[config.mk]
export PLATFORM = sky130hd
export DESIGN_NAME = fft_peak_picker
export DESIGN_NICKNAME = d
export VERILOG_FILES = /design/src/rtl/fft_pkg.sv /design/src/rtl/fft_bin_power.sv /design/src/rtl/fft_peak_picker.sv
export SDC_FILE = /design/constraint.sdc
export NUM_CORES = 1
export LEC_CHECK = 0
export BUFFER_PORTS_ARGS = -buffer_cell sky130_fd_sc_hd__buf_2
export CAP_MARGIN = 20
export CORE_ASPECT_RATIO = 2
export CORE_MARGIN = 2
export CORE_UTILIZATION = 65
export DETAILED_ROUTE_END_ITERATION = 10
export PLACE_DENSITY = 0.92
export SLEW_MARGIN = 5
export SYNTH_ARGS = -nofsm -noshare
export SYNTH_HDL_FRONTEND = slang
export SYNTH_SLANG_ARGS = --single-unit
export TNS_END_PERCENT = 100
[constraint.sdc]
create_clock -name clk -period 10.4 [get_ports clk]
set_clock_uncertainty 0.05 [all_clocks]
set_input_delay 2.08 -clock clk [delete_from_list [all_inputs] [get_ports clk]]
set_output_delay 2.08 -clock clk [all_outputs]
set_load 0.01 [all_outputs]
[src/rtl/fft_pkg.sv]
// Shared types for the FFT result consumers: RAM word layout, power type and
// the peak-picker state encoding.
package fft_pkg;

   localparam int FFT_PTS = 1024;
   localparam int FFT_AW  = $clog2(FFT_PTS);
   localparam int FFT_DW  = 14;

   // Field order matches the RAM word: real in the upper half, imag in the lower.
   typedef struct packed {
      logic signed [FFT_DW-1:0] re;
      logic signed [FFT_DW-1:0] im;
   } fft_bin_t;

   typedef logic [2*FFT_DW-1:0] pow_t;

   typedef enum logic [2:0] {
      PK_IDLE,
      PK_SCAN,
      PK_DRAIN,
      PK_HOLD,
      PK_RELEASE,
      PK_REARM
   } peak_state_t;

endpackage

[src/rtl/fft_bin_power.sv]
// Two-stage |X|^2 pipeline: squares of both components, then their sum.
// Valid and bin index ride alongside the data.
module fft_bin_power
   import fft_pkg::*;
#(
   parameter int AW = FFT_AW
)(
   input  logic          clk,
   input  logic          rst,
   input  logic          i_valid,
   input  logic [AW-1:0] i_idx,
   input  fft_bin_t      i_bin,
   output logic          o_valid,
   output logic [AW-1:0] o_idx,
   output pow_t          o_pow,
   output logic          o_busy
);

   // A square of a DW-bit signed value never exceeds 2^(2DW-2), so 2DW-1 bits hold it.
   localparam int SQ_W = 2*FFT_DW-1;

   logic            r_v1;
   logic            r_v2;
   logic [AW-1:0]   r_idx1;
   logic [AW-1:0]   r_idx2;
   logic [SQ_W-1:0] r_re_sq;
   logic [SQ_W-1:0] r_im_sq;
   pow_t            r_pow;

   // NOTE: sequential state uses <= so every stage samples its neighbour's previous value.
   always_ff @(posedge clk or posedge rst) begin
      if (rst) begin
         r_v1 <= 1'b0;
         r_v2 <= 1'b0;
      end else begin
         r_v1 <= i_valid;
         r_v2 <= r_v1;
      end
   end

   // NOTE: data lanes carry no reset; the valid bits qualify them.
   always_ff @(posedge clk) begin
      r_idx1  <= i_idx;
      r_re_sq <= SQ_W'(i_bin.re * i_bin.re);
      r_im_sq <= SQ_W'(i_bin.im * i_bin.im);
      r_idx2  <= r_idx1;
      r_pow   <= pow_t'(r_re_sq) + pow_t'(r_im_sq);
   end

   assign o_valid = r_v2;
   assign o_idx   = r_idx2;
   assign o_pow   = r_pow;
   assign o_busy  = r_v1 | r_v2;

endmodule

[src/rtl/fft_peak_picker.sv]
// Sweeps the FFT result RAM over a bin window, reports the strongest bin, its
// power and the window's total power, then re-arms the FFT wrapper.
module fft_peak_picker
   import fft_pkg::*;
#(
   parameter int N_PTS  = FFT_PTS,
   parameter int BIN_LO = 1,
   parameter int BIN_HI = 511,
   parameter int RD_LAT = 2,
   parameter int DW     = FFT_DW,
   localparam int AW    = $clog2(N_PTS)
)(
   input  logic                 clk,
   input  logic                 rst,
   input  logic                 fft_ready,
   output logic [AW-1:0]        rd_addr_fft,
   input  logic [2*DW-1:0]      ram_q,
   output logic                 go,
   output logic                 busy,
   output logic                 result_valid,
   input  logic                 result_ack,
   output logic [AW-1:0]        peak_bin,
   output logic [2*DW-1:0]      peak_pow,
   output logic [2*DW+AW-1:0]   sum_pow
);

   localparam int            ACC_W = 2*DW+AW;
   localparam logic [AW-1:0] LO_A  = AW'(BIN_LO);
   localparam logic [AW-1:0] HI_A  = AW'(BIN_HI);

   peak_state_t        r_state;
   logic [AW-1:0]      r_addr;
   logic               r_go;
   logic               r_busy;
   logic               r_result_valid;
   logic [AW-1:0]      r_peak_bin;
   pow_t               r_peak_pow;
   logic [ACC_W-1:0]   r_sum_pow;

   logic [RD_LAT-1:0]  r_sr_vld;
   logic [AW-1:0]      r_sr_addr [RD_LAT];

   pow_t               r_max_pow;
   logic [AW-1:0]      r_max_idx;
   logic [ACC_W-1:0]   r_acc;

   logic               w_issue;
   logic               w_start;
   fft_bin_t           w_bin;
   logic               w_pw_valid;
   logic [AW-1:0]      w_pw_idx;
   pow_t               w_pw_pow;
   logic               w_pw_busy;
   logic               w_pipe_busy;

   assign w_issue     = (r_state == PK_SCAN);
   assign w_start     = (r_state == PK_IDLE) && fft_ready;
   assign w_bin       = ram_q;
   assign w_pipe_busy = (|r_sr_vld) | w_pw_busy;

   // Token/address line that lines each issued address up with its ram_q word.
   always_ff @(posedge clk or posedge rst) begin
      if (rst) begin
         r_sr_vld <= '0;
      end else begin
         r_sr_vld[0] <= w_issue;
         for (int i = 1; i < RD_LAT; i++) r_sr_vld[i] <= r_sr_vld[i-1];
      end
   end

   always_ff @(posedge clk) begin
      r_sr_addr[0] <= r_addr;
      for (int i = 1; i < RD_LAT; i++) r_sr_addr[i] <= r_sr_addr[i-1];
   end

   fft_bin_power #(.AW(AW)) u_bin_power (
      .clk     (clk),
      .rst     (rst),
      .i_valid (r_sr_vld[RD_LAT-1]),
      .i_idx   (r_sr_addr[RD_LAT-1]),
      .i_bin   (w_bin),
      .o_valid (w_pw_valid),
      .o_idx   (w_pw_idx),
      .o_pow   (w_pw_pow),
      .o_busy  (w_pw_busy)
   );

   // Strict compare keeps the lowest bin on ties; an all-zero window leaves BIN_LO.
   always_ff @(posedge clk or posedge rst) begin
      if (rst) begin
         r_max_pow <= '0;
         r_max_idx <= LO_A;
         r_acc     <= '0;
      end else if (w_start) begin
         r_max_pow <= '0;
         r_max_idx <= LO_A;
         r_acc     <= '0;
      end else if (w_pw_valid) begin
         if (w_pw_pow > r_max_pow) begin
            r_max_pow <= w_pw_pow;
            r_max_idx <= w_pw_idx;
         end
         r_acc <= r_acc + ACC_W'(w_pw_pow);
      end
   end

   always_ff @(posedge clk or posedge rst) begin
      if (rst) begin
         r_state        <= PK_IDLE;
         r_addr         <= LO_A;
         r_go           <= 1'b0;
         r_busy         <= 1'b0;
         r_result_valid <= 1'b0;
         r_peak_bin     <= '0;
         r_peak_pow     <= '0;
         r_sum_pow      <= '0;
      end else begin
         r_go <= 1'b0;
         case (r_state)
            PK_IDLE: begin
               r_addr <= LO_A;
               if (fft_ready) begin
                  r_state <= PK_SCAN;
                  r_busy  <= 1'b1;
               end
            end
            PK_SCAN: begin
               if (r_addr == HI_A) r_state <= PK_DRAIN;
               else                r_addr  <= r_addr + AW'(1);
            end
            PK_DRAIN: begin
               if (!w_pipe_busy) begin
                  r_peak_bin     <= r_max_idx;
                  r_peak_pow     <= r_max_pow;
                  r_sum_pow      <= r_acc;
                  r_result_valid <= 1'b1;
                  r_state        <= PK_HOLD;
               end
            end
            PK_HOLD: begin
               // go is launched with the ack so it lands exactly one cycle after it.
               if (result_ack) begin
                  r_result_valid <= 1'b0;
                  r_go           <= 1'b1;
                  r_busy         <= 1'b0;
                  r_state        <= PK_RELEASE;
               end
            end
            PK_RELEASE: begin
               r_state <= PK_REARM;
            end
            PK_REARM: begin
               if (!fft_ready) r_state <= PK_IDLE;
            end
            default: r_state <= PK_IDLE;
         endcase
      end
   end

   assign rd_addr_fft  = r_addr;
   assign go           = r_go;
   assign busy         = r_busy;
   assign result_valid = r_result_valid;
   assign peak_bin     = r_peak_bin;
   assign peak_pow     = r_peak_pow;
   assign sum_pow      = r_sum_pow;

endmodule

== Word level (Yosys, flattened, before mapping) ==
Memories as Yosys holds them, arrays and structs flattened. A register that Yosys moved wholly into a read port is not among the register bits.
Index checks and enable logic that the tools add are counted.
Operators by class
  add/sub/neg operators: 3
  multiply operators: 2
  magnitude comparators: 1
  eq/ne operators: 12
  mux-type cells: 23
  bitwise gates (word level): 3
  reduce and logical (&&, ||, !) cells: 14
Operators by type and width (number)
  two-way mux 28 bit: 3
  two-way mux 38 bit: 2
  multiplier 14 x 14 -> 27 bit: 2
  two-way mux 10 bit: 4
  adder 38 x 28 -> 38 bit: 1
  adder 27 x 27 -> 28 bit: 1
  > comparator 28 bit: 1
  one-hot mux 10 bit (2 select lines): 1
  one-hot mux 3 bit (6 select lines): 1
  two-way mux 3 bit: 5
  adder 10 x 1 -> 10 bit, second input constant: 1
  equality test 10 x 9 -> 1 bit, second input constant: 1
  inequality test 2 bit, second input constant: 5
  nonzero test 2 bit: 5
  equality test 3 x 2 -> 1 bit, second input constant: 2
  equality test 3 bit, second input constant: 2
  AND reduction 2 bit: 3
  AND reduction 3 bit: 2
  two-way mux 1 bit: 5
  AND reduction 5 bit: 1
  one-hot mux 1 bit (2 select lines): 2
  equality test 3 x 1 -> 1 bit, second input constant: 1
  zero test 3 bit: 1
  inequality test 2 x 1 -> 1 bit, second input constant: 1
  other kinds (4): 5
Word-level totals
  flip-flop bits (word level): 264
  memory bits (writable): 20
  input bits: 32
  output and inout bits: 89
  logic and storage cells: 77
  memories: 1
Memory list
  r_sr_addr: words 2, width 10, rd ports 2, clocked after Yosys merged registers in 1, write ports 2, line fft_peak_picker.sv:41  | logic [AW-1:0] r_sr_addr [RD_LAT];

== Depth between registers and ports, before layout ==
Gate-level depths: netlist of the first run.
  word-level depth: 4
  gate-level depth with buffers: 25
  depth with buffers taken out: 23

== Cells and area by module ==
From an unflattened synthesis of the first run, not the netlist that was laid out.
Unflattened totals
  cells, all modules: 2580
  area, all modules: 25617.1 sq um
Modules (own cells, without submodules)
  fft_bin_power: times used 1, cells an instance 1683, area each 16246.8 sq um, seq. area each 2052.0 sq um
  fft_peak_picker: times used 1, cells an instance 897, area each 9370.2 sq um, seq. area each 4657.0 sq um

== Worst setup path before layout of the first run ==
No wires, ideal clock.
  path kind: input to register
  from: in ram_q[2]
  to: reg u_bin_power.r_im_sq[25]
  setup time: 72 ps
  data arrival time: 7996 ps
  required time: 10278 ps
  setup slack: 2282 ps
  stages on the path: 23
  buffers on the path: 2
  cell sequence: clkbuf_1 buf_1 nand2_1 fa_1 inv_1 fa_1 inv_1 fa_1 inv_1 fa_1 fa_1 inv_1 fa_1 inv_1 ha_1 a21oi_1 o21ai_0 a211oi_1 o21ai_0 a311oi_1 o21bai_1 a21oi_1 xnor2_1
Between the ends
  cells in the longest elaborated chain, start to end: 1
Ends and longest elaborated chain
  start, declared: line fft_peak_picker.sv:17  | input logic [2*DW-1:0] ram_q,
  multiplier 14 x 14 -> 27 bit: line fft_bin_power.sv:45  | r_im_sq <= SQ_W'(i_bin.im * i_bin.im);
  end signal, assigned: line fft_bin_power.sv:45
  end, declared: line fft_bin_power.sv:27  | logic [SQ_W-1:0] r_im_sq;
Every way passes these cells.
A chain may end at the register's enable or synchronous reset.

== Worst setup path in the final report of the first run ==
  from: in ram_q[13]
  to: reg u_bin_power.r_im_sq[25]
Same word-level chain as after synthesis.

==> metrics.md, run 1 <==
| Metric | Value |
|---|---|
| Setup TNS | 0 ps |
| GRT overflow | 0 |
| Yosys reg bits | a little under 300 |
| First-pass GRT wire length | approximately 96000 um |
| Io pins | 121 |
| Synth top area cells | fa_1, dfrtp_1, ha_1, dfxtp_1, inv_1 |
| TritonRoute pass-1 iters | 5 |
| Final setup viols | 0 |
| Worst slew margin | 0.272 |
| Slowest-stage cell, CP | fa_1 |
| DP Cell Count | ~3.2k |
| Gr usage total | 0.292 |
| Status | complete, no violations |
| Worst setup EP type | flop |
| Number of fill cells in the layout | between 2k and 3k |
| Finished Layout Cells | approximately 3.2k |
| Critical path's top delay family | adder cells |
| Register Area | between 6000 and 7000 sq um |
| CTS Buf Count | 25 |
| Ys async rst share | 0.589 |
| CTS tree | done |
| Initial antenna violation count | 2 |
| IO buf count | 120 |
| Reg clk slew, reported paths | approximately 80 ps |
| Core Region | 39200 sq um |
| RSZ-0062 raised after global routing | no |
| Starting DRC count in detailed routing | a little over 1k |
| DIE HEIGHT | approximately 280 um |
| Gp weighted congestion | 0.940 |
| Syn Std Cell Area | 25700 sq um |
| Clock sinks | 292 |
| Worst-Margin Slew | 1090 ps |
| DIE AREA | 41200 sq um |
| Critical Path Fanout Max | 26 |
| Ys flop type | dfrtp_1 |
| Vias in the first global route | between 20k and 25k |
| Layout cell share with drive strength beyond 1 | 0.0922 |
| Leading area contributor after synthesis | fa_1 |
| Vias per cell | roughly 5.7 |
| Buffer and inverter count on the worst path | 6 |
| Max-Cap Viols | 0 |
| HP Class | flop to flop |
| Drt drc | 0 |
| Syn_area_per_cell | between 9 and 10 sq um |
| Most used cell, CP | fa_1 |
| Kind of critical path | input port to flop |
| Total setup buffers inserted after CTS | 0 |
| Initial Utilization | 0.655 |
| Number of synthesized flops with an enable pin | 0 |
| Post-Synthesis Cells | 2609 |
| Cell row count | 103 |
| Worst path cell trace | buf_2, nand2_1, fa_1, inv_1, fa_1, inv_1, fa_1, inv_1, fa_1, fa_1, inv_1, fa_1, inv_1, ha_1, a21oi_1, o21ai_0, a211oi_1, o21ai_0, a311oi_1, o21bai_1, a21oi_1, xnor2_1 |
| CP Data Required Time | about 11000 ps |
| Post-layout util | 0.701 |
| DR WL/cell | about 18 um |
| Yosys warns | 0 |
| Slew Limit Fails | 0 |
| Hold buffers post-CTS | 0 |
| Nets@finish | around 3.3k |
| Post-cts sizing count | 0 |
| Multi-input logic area | 16700 sq um |
| Fmax | roughly 120 MHz |
| Sequential share of the synthesized area | 0.261 |
| Area delta synth->final | 7.04% |
| H-tree Lvls | 1 |
| Largest net degree at the start of global routing | 110 |
| Syn nets | approximately 3.2k |
| Number of diodes | 0 |
| WHS | 271 ps |
| Min Tclk post-route | between 8000 and 9000 ps |
| Vias after detailed routing | roughly 19k |
| Root Driver | clkbuf_16 |
| Max incr delay on CP | around 720 ps |
| Yosys cell types | 83 |
| Clock Latency Late Sink | 560 ps |
| Die width | approximately 140 um |
| Critical Path Start Type | input port |
| Post-DP HPWL | about 46000 um |
| Final critical-path share of the clock period | 0.772 |
| Worst endpoint data arrival time | around 8500 ps |
| Top cell type's share of synthesized area | 0.267 |
| Final hold vios | 0 |
| Routed WL | around 57000 um |
| Max Root-Sink Buffers | 3 |
| Routed Antenna Nets | 0 |
[stage by stage]
| step | setup WS, ps | cell area (sq um) |
|---|---|---|
| 2_1_floorplan | 2280 | 25700 |
| 5_1_grt | 2030 | 27500 |
| 4_1_cts | 2440 | 27500 |
| 3_5_place_dp | 1880 | 26600 |
| 3_3_place_gp | 2160 | 26600 |
| 6_report | 2370 | 27500 |
[cell usage after synthesis (21+ instances only)]
cell and n:
o21ai_0 78, and2_1 77, and3_1 21, fa_1 342
mux2_2 53, mux2i_1 53, nor2b_1 34, ha_1 207
inv_1 519, nor3_1 23, nand3_1 27, a21o_1 39
a21oi_1 90, dfrtp_1 170, dfxtp_1 120, xor2_1 27
nor2_1 94, clkbuf_1 63, nand2_1 282, xnor2_1 77
[state kept, by name, summed over array words and instances (netlist names), 2 cells and up]
register / flops
r_max_idx: 10
u_bin_power.r_im_sq: 26
peak_pow: 28
peak_bin: 10
r_acc: 38
u_bin_power.r_re_sq: 26
u_bin_power.r_idx1: 10
r_sr_addr: 20
r_sr_vld: 2
sum_pow: 38
u_bin_power.o_pow: 28
r_state: 3
r_max_pow: 28
rd_addr_fft: 10
u_bin_power.o_idx: 10
[cells by family after synthesis]
family	Yosys count	synth area share
and+or+nand+nor	632	0.117
AOI/OAI and AO/OA	328	0.0849
buffers and inverters	598	0.0895
adders and majority gates	549	0.368
DFF	292	0.261
muxes	106	0.0439
xor gates and xnor gates	104	0.0355
[metal layers]
layer  wire (um)  up-vias  part of all wire  global-route usage
li1            -     8383                 -                   -
met3        2750      289             0.048              0.0317
met2       30900      740              0.54               0.536
met5          31        -           0.00054                   0
met1       19300     9134              0.34               0.312
met4        4280        4             0.075               0.184
[layout by cell type, fill, tap and decap left out, types with 78 or more instances in the layout]
cell type	netlist	routed
a21oi_1	90	89
inv_1	519	518
ha_1	207	207
dfxtp_1	120	120
dfrtp_1	170	170
fa_1	342	342
nor2_1	94	94
nand2_1	282	281
buf_2	6	120
o21ai_0	78	78
[path summary, 6_finish.rpt]
path	start	to	slack, ps	depth (start not counted)
setup / recovery	ram_q[13]	u_bin_power.r_im_sq[25]	2370	22
hold / removal	u_bin_power.r_idx1[3]	u_bin_power.o_idx[3]	270	0
setup reg to reg	r_max_pow[25]	r_max_idx[7]	7110	8
hold reg to reg	u_bin_power.r_idx1[3]	u_bin_power.o_idx[3]	270	0
max in group asynchronous	rst	sum_pow[20]	7220	3
min in group asynchronous	rst	peak_bin[4]	1690	2
[area by class of cell]
type,instances,share of cell area
Multi-Input combinational cell,1719,0.607
Timing Repair Buffer,126,0.0235
Clock buffer,35,0.0268
Inverter,519,0.0711
Clock inverter,11,0.00305
Sequential cell,292,0.244
Tap cell,525,0.0239
Power of run 1 is left out: the tool's default activity adds up to more than one toggle a clock period on the data nets, which glitch-free logic cannot reach.
==> inputs of run 2 (changes only) <==
Settings changed: ABC_AREA set to 1, CORE_UTILIZATION 65 to 64, PLACE_DENSITY 0.92 to 0.9.
Clock period 10.4 ns to 8.3 ns, I/O delays scaled along.
==> metrics.md, run 2 <==
| Metric | Value |
|---|---|
| Slowest-stage cell, CP | fa_1 (unchanged) |
| Synth Area in Compound Gates | 0.0619 (was 0.0849) |
| Starting DRC count in detailed routing | 1081 (was 1014) |
| Critical Path Fanout Max | 19 (was 26) |
| Max-Cap Viols | 0 (unchanged) |
| Reg2Reg Depth | 8 (unchanged) |
| Vias in the first global route | 24.0k (was 20.4k) |
| Hold path start | u_bin_power.r_idx1[3] (unchanged) |
| Crit path to | u_bin_power.r_im_sq[25] (unchanged) |
| Initial antenna violation count | 0 (was 2) |
| Number of synthesized flops with an enable pin | 0 (unchanged) |
| Leading area contributor after synthesis | fa_1 (unchanged) |
| Ys async rst share | 0.589 (unchanged) |
| Nets@finish | 4020 (was 3264) |
| Synth top area cells | fa_1, dfrtp_1, nand2_1, inv_1, ha_1 (was fa_1, dfrtp_1, ha_1, dfxtp_1, inv_1) |
| Commonest cells in the netlist | nand2_1, inv_1, fa_1 (was inv_1, fa_1, nand2_1) |
| Worst slew margin | 0.355 (was 0.272) |
| IO buf count | 120 (unchanged) |
| Yosys reg bits | 292 (unchanged) |
| Commonest non-fill, non-tap cell in the layout | nand2_1 (was inv_1) |
| Syn Std Cell Area | 27200 sq um (was 25700 sq um) |
| Worst endpoint data arrival time | 7210 ps (was 8480 ps) |
| Crit path launch | ram_q[13] (unchanged) |
| Final setup viols | 0 (unchanged) |
| Ys flop type | dfrtp_1 (unchanged) |
| Area delta synth->final | 6.64% (was 7.04%) |
| Sequential share of the synthesized area | 0.247 (was 0.261) |
| First-pass GRT wire length | 115000 um (was 95700 um) |
| Post-DP HPWL | 57700 um (was 45700 um) |
| Count leader, synth | nand2_1 (was inv_1) |
| Critical Path Start Type | input port (unchanged) |
| Kind of critical path | input port to flop (unchanged) |
| RR Startpoint | u_bin_power.o_valid (was r_max_pow[25]) |
| Gr usage total | 0.335 (was 0.292) |
| CP Data Required Time | 8730 ps (was 10850 ps) |
| TritonRoute pass-1 iters | 6 (was 5) |
| Setup slack after layout | 1520 ps (was 2370 ps) |
| Total setup buffers inserted after CTS | 0 (unchanged) |
| Core Region | 41900 sq um (was 39200 sq um) |
| Dpl ws | 954 ps (was 1880 ps) |
| HP Class | flop to flop (unchanged) |
| CTS tree | done (unchanged) |
| XOR/XNOR Fraction of Synth Area | 0.0312 (was 0.0355) |
| Root Driver | clkbuf_16 (unchanged) |
| Largest net degree at the start of global routing | 102 (was 110) |
| Syn nets | 3944 (was 3190) |
| Post-layout util | 0.692 (was 0.701) |
| Io pins | 121 (unchanged) |
| Status | complete, no violations (unchanged) |
| GRT overflow | 0 (unchanged) |
| Reg-to-reg endpoint | peak_pow[15] (was r_max_idx[7]) |
| Worst-Margin Slew | 968 ps (was 1090 ps) |
| Max incr delay on CP | 710 ps (was 720 ps) |
| Post-synthesis simple-gate area fraction | 0.195 (was 0.117) |
| Routed Antenna Nets | 0 (unchanged) |
| Buffer and inverter count on the worst path | 6 (unchanged) |
| Routed WL | 71300 um (was 57300 um) |
| Most frequent cells in the layout | nand2_1, inv_1, fa_1 (was inv_1, fa_1, nand2_1) |
| Gp weighted congestion | 1.03 (was 0.940) |
| Worst setup EP type | flop (unchanged) |
| Most used cell, CP | fa_1 (unchanged) |
| Min Tclk post-route | just under 7000 ps |
| Yosys cell types | 50 (was 83) |
| H-tree Lvls | 1 (unchanged) |
| Final critical-path share of the clock period | 0.817 |
| Number of diodes | 0 (unchanged) |
| Largest family of logic cells by synthesized area | adder cells (unchanged) |
| Setup TNS | 0 ps (unchanged) |
| DR WL/cell | 17.8 um (was 17.7 um) |
| DIE HEIGHT | 296 um (was 285 um) |
| Clock Latency Late Sink | 550 ps (was 560 ps) |
| Reg2reg setup slack | 5330 ps (was 7110 ps) |
| Max Root-Sink Buffers | 3 (unchanged) |
| Yosys warns | 0 (unchanged) |
| Syn_area_per_cell | 8.09 sq um (was 9.83 sq um) |
| Drt drc | 0 (unchanged) |
| WP depth | 19 (was 22) |
| Cell row count | 106 (was 103) |
| Vias per cell | 5.61 (was 5.75) |
| Hold buffers post-CTS | 0 (unchanged) |
| Final hold vios | 0 (unchanged) |
| DIE AREA | 44300 sq um (was 41200 sq um) |
| Critical path's top delay family | adder cells (unchanged) |
| Post-cts sizing count | 0 (unchanged) |
| RSZ-0062 raised after global routing | no (unchanged) |
| Slew Limit Fails | 0 (unchanged) |
| Layout cell share with drive strength beyond 1 | 0.0590 (was 0.0922) |
| Initial Utilization | 0.649 (was 0.655) |
| Top cell type's share of synthesized area | 0.252 (was 0.267) |
| Mux contribution to synthesized area | 0 (was 0.0439) |
| Reg clk slew, reported paths | 70 ps (was 80 ps) |
| Worst path cell trace | buf_2, nand2_1, fa_1, inv_1, fa_1, inv_1, fa_1, inv_1, fa_1, inv_1, fa_1, fa_1, inv_1, ha_1, nand2_1, nor4_1, nand3_1, nand3_1, xor2_1 (was buf_2, nand2_1, fa_1, inv_1, fa_1, inv_1, fa_1, inv_1, fa_1, fa_1, inv_1, fa_1, inv_1, ha_1, a21oi_1, o21ai_0, a211oi_1, o21ai_0, a311oi_1, o21bai_1, a21oi_1, xnor2_1) |
| Clock sinks | 292 (unchanged) |
| Post-Synth Adder-Cell Area | 0.347 (was 0.368) |
| Vias after detailed routing | 22.4k (was 18.6k) |
| Fmax | 147 MHz |
| Die width | 150 um (was 144 um) |
| CTS Buf Count | 24 (was 25) |
| Post-Synthesis Cells | 3363 (was 2609) |
[run 2: changes by cell type after synthesis, moves of 34 or more]
cell and delta:
inv_1 +233, xnor2_1 -49, a21oi_1 +47, and2_1 -72, nor2_1 +76, mux2_2 -53, nand3_1 +97, mux2i_1 -53
xor2_1 +42, nand4_1 +54, nor2b_1 -34, nand2_1 +568
[run 2: routing by layer]
metal  up-vias  wire length (um)  GRT usage
met2       887             39000      0.642
li1      10367                 -          -
met3       397              3310     0.0353
met1     10762             21700      0.308
met4         0              7290      0.276
met5         -                 0          0
[run 2: cell families after synthesis]
group / Yosys count
AOI/OAI and AO/OA: 310
xor gates and xnor gates: 97
adders and majority gates: 549
buffers and inverters: 834
DFF: 292
and+or+nand+nor: 1281
[run 2: worst min-delay path by stage]
stage                                      end  slack (ps)  cells after the start
final                     u_bin_power.o_idx[3]         280                      0
after global routing      u_bin_power.o_idx[2]         280                      0
after CTS                 u_bin_power.o_idx[7]         280                      0
after detailed placement  u_bin_power.o_idx[3]         260                      0
after global placement         r_sr_addr[1][0]         260                      0
after floorplan                r_sr_addr[1][0]         260                      0
[run 2: metrics by stage]
| stage | hold WS (ps) | cells | instance area [sq um] |
|---|---|---|---|
| 2_1_floorplan | 260 | 3363 | 27200 |
| 3_3_place_gp | 260 | 3953 | 28200 |
| 3_5_place_dp | 262 | 3953 | 28200 |
| 4_1_cts | 280 | 3997 | 29000 |
| 5_1_grt | 283 | 3997 | 29000 |
| 6_report | 279 | 3997 | 29000 |
[run 2: area by class of cell]
class                      count  area, sq um
inverter                     757         2850
timing repair buffer         127          653
sequential                   292         6710
multi-input combinational   2237        17300
clock buffer                  29          662
clock inverter                15          174
tap                          540          676
fill                        3288        12900
Power of run 2 is left out for the same reason.
==> inputs of run 3 (changes only) <==
Settings changed: CORE_UTILIZATION 64 to 58, PLACE_DENSITY 0.9 to 0.87.
Clock period 8.3 ns to 6.16 ns, I/O delays scaled along.
==> metrics.md, run 3 (synthesis results as in run 2) <==
| Metric | Value |
|---|---|
| Final setup viols | 0 (unchanged) |
| Kind of critical path | input port to flop (unchanged) |
| Met2 Use GR | 0.596 (was 0.642) |
| Die width | 157 um (was 150 um) |
| Setup TNS | 0 ps (unchanged) |
| GRT Max-Usage Layer | met2 (unchanged) |
| Max-Cap Viols | 0 (unchanged) |
| IO buf count | 120 (unchanged) |
| GRT overflow | 0 (unchanged) |
| Slew Limit Fails | 0 (unchanged) |
| Final critical-path share of the clock period | 0.958 |
| Hold Crit Depth | 0 (unchanged) |
| H-tree Lvls | 1 (unchanged) |
| Number of diodes | 0 (unchanged) |
| RSZ-0062 raised after global routing | no (unchanged) |
| Gr usage total | 0.310 (was 0.335) |
| Io pins | 121 (unchanged) |
| Final hold vios | 0 (unchanged) |
| First-pass GRT wire length | 117000 um (was 115000 um) |
| Post-DP HPWL | 60100 um (was 57700 um) |
| Reg-to-reg endpoint | r_max_pow[5] (was peak_pow[15]) |
| Fmax | roughly 170 MHz |
| Routed Antenna Nets | 0 (unchanged) |
| Starting DRC count in detailed routing | 1185 (was 1081) |
| CTS Buf Count | 24 (unchanged) |
| Layout cell share with drive strength beyond 1 | 0.112 (was 0.0590) |
| Gp weighted congestion | 1.07 (was 1.03) |
| M1 GR Usage | 0.277 (was 0.308) |
| Vias after detailed routing | 22.9k (was 22.4k) |
| Largest net degree at the start of global routing | 173 (was 102) |
| Reg2Reg Depth | 9 (was 8) |
| Area delta synth->final | 12.8% (was 6.64%) |
| Vias per cell | 5.36 (was 5.61) |
| CTS tree | done (unchanged) |
| Initial antenna violation count | 0 (unchanged) |
| Reg clk slew, reported paths | 70 ps (about the same) |
| Vias in the first global route | 24.6k (was 24.0k) |
| DIE AREA | 48800 sq um (was 44300 sq um) |
| Clock sinks | 292 (unchanged) |
| Clock Latency Late Sink | 570 ps (was 550 ps) |
| Drt drc | 0 (unchanged) |
| Status | complete, no violations (unchanged) |
| CP Data Required Time | 6620 ps (was 8730 ps) |
| Critical Path Start Type | input port (unchanged) |
| HP Class | flop to flop (unchanged) |
| M3 GR Usage | 0.0393 (was 0.0353) |
| RR Startpoint | u_bin_power.o_pow[8] (was u_bin_power.o_valid) |
| DIE HEIGHT | 310 um (was 296 um) |
| Post-cts sizing count | 0 (unchanged) |
| Initial Utilization | 0.585 (was 0.649) |
| Hold path endpoint | u_bin_power.o_idx[4] (was u_bin_power.o_idx[3]) |
| Reg2reg setup slack | 3150 ps (was 5330 ps) |
| Routed WL | 73100 um (was 71300 um) |
| Cell row count | 112 (was 106) |
| Multi-input logic area | 17400 sq um (was 17300 sq um) |
| DR WL/cell | 17.1 um (was 17.8 um) |
| Root Driver | clkbuf_16 (unchanged) |
| Critical Path Fanout Max | 8 (was 19) |
| Most frequent cells in the layout | nand2_1, inv_1, fa_1 (unchanged) |
| Commonest non-fill, non-tap cell in the layout | nand2_1 (unchanged) |
| Worst-Margin Slew | 1070 ps (was 968 ps) |
| Max Root-Sink Buffers | 3 (unchanged) |
| Nets@finish | 4204 (was 4020) |
| Total setup buffers inserted after CTS | 0 (unchanged) |
| Worst endpoint data arrival time | 6360 ps (was 7210 ps) |
| Min Tclk post-route | 5900 ps |
| Hold buffers post-CTS | 0 (unchanged) |
| Core Region | 46500 sq um (was 41900 sq um) |
| Hold path start | u_bin_power.r_idx1[4] (was u_bin_power.r_idx1[3]) |
| Number of fill cells in the layout | 3792 (was 3288) |
| TritonRoute pass-1 iters | 6 (unchanged) |
| Worst setup EP type | flop (unchanged) |
| Register Area | 6710 sq um (unchanged) |
| Worst slew margin | 0.288 (was 0.355) |
[run 3: worst max-delay path by stage]
stage,startpoint,endpoint,slack (ps),cells after the start
2_1_floorplan,ram_q[2],u_bin_power.r_im_sq[25],-20,20
4_1_cts,ram_q[3],u_bin_power.r_im_sq[21],200,22
6_report,ram_q[13],u_bin_power.r_im_sq[26],260,23
5_1_grt,ram_q[13],u_bin_power.r_im_sq[26],1,23
3_5_place_dp,ram_q[4],u_bin_power.r_im_sq[21],-360,21
3_3_place_gp,ram_q[3],u_bin_power.r_im_sq[19],-250,23
[run 3: cell type report]
| type | count | area share |
|---|---|---|
| multi-input cells | 2237 | 0.566 |
| inverters | 757 | 0.0928 |
| repair buffers | 311 | 0.0685 |
| well taps | 627 | 0.0256 |
| clock buffers | 30 | 0.0227 |
| flip-flops and latches | 292 | 0.219 |
| clock inverters | 14 | 0.00534 |
[run 3: routing by layer]
metal | up-vias | wire (um) | share of wire
met5 | - | 0 | 0
met4 | 0 | 7630 | 0.10
met3 | 423 | 2990 | 0.041
met2 | 784 | 40000 | 0.55
met1 | 10939 | 22600 | 0.31
li1 | 10739 | - | -
[run 3: stage by stage]
step	hold slack, ps	utilization	cell area, sq um	setup slack, ps	std cells
after detailed placement	263	0.641	29800	-358	4224
after global placement	260	0.641	29800	-252	4224
final	273	0.659	30700	258	4268
after CTS	279	0.659	30700	205	4268
after global routing	282	0.659	30700	1.22	4268
after floorplan	260	-	27300	-24.4	3363
[run 3: worst max-delay path, stage by stage]
cell	delay, ps
buf_2	160
buf_4	170
nand2_1	70
inv_1	60
fa_1	490
inv_1	60
fa_1	530
inv_1	50
fa_1	480
fa_1	500
fa_1	490
inv_1	50
fa_1	490
inv_1	40
ha_1	340
a21oi_1	330
nand2_1	120
a21oi_1	240
inv_1	70
nand2_1	60
nand3_1	90
nand3b_1	170
nand2_1	70
Power of run 3 is left out for the same reason.
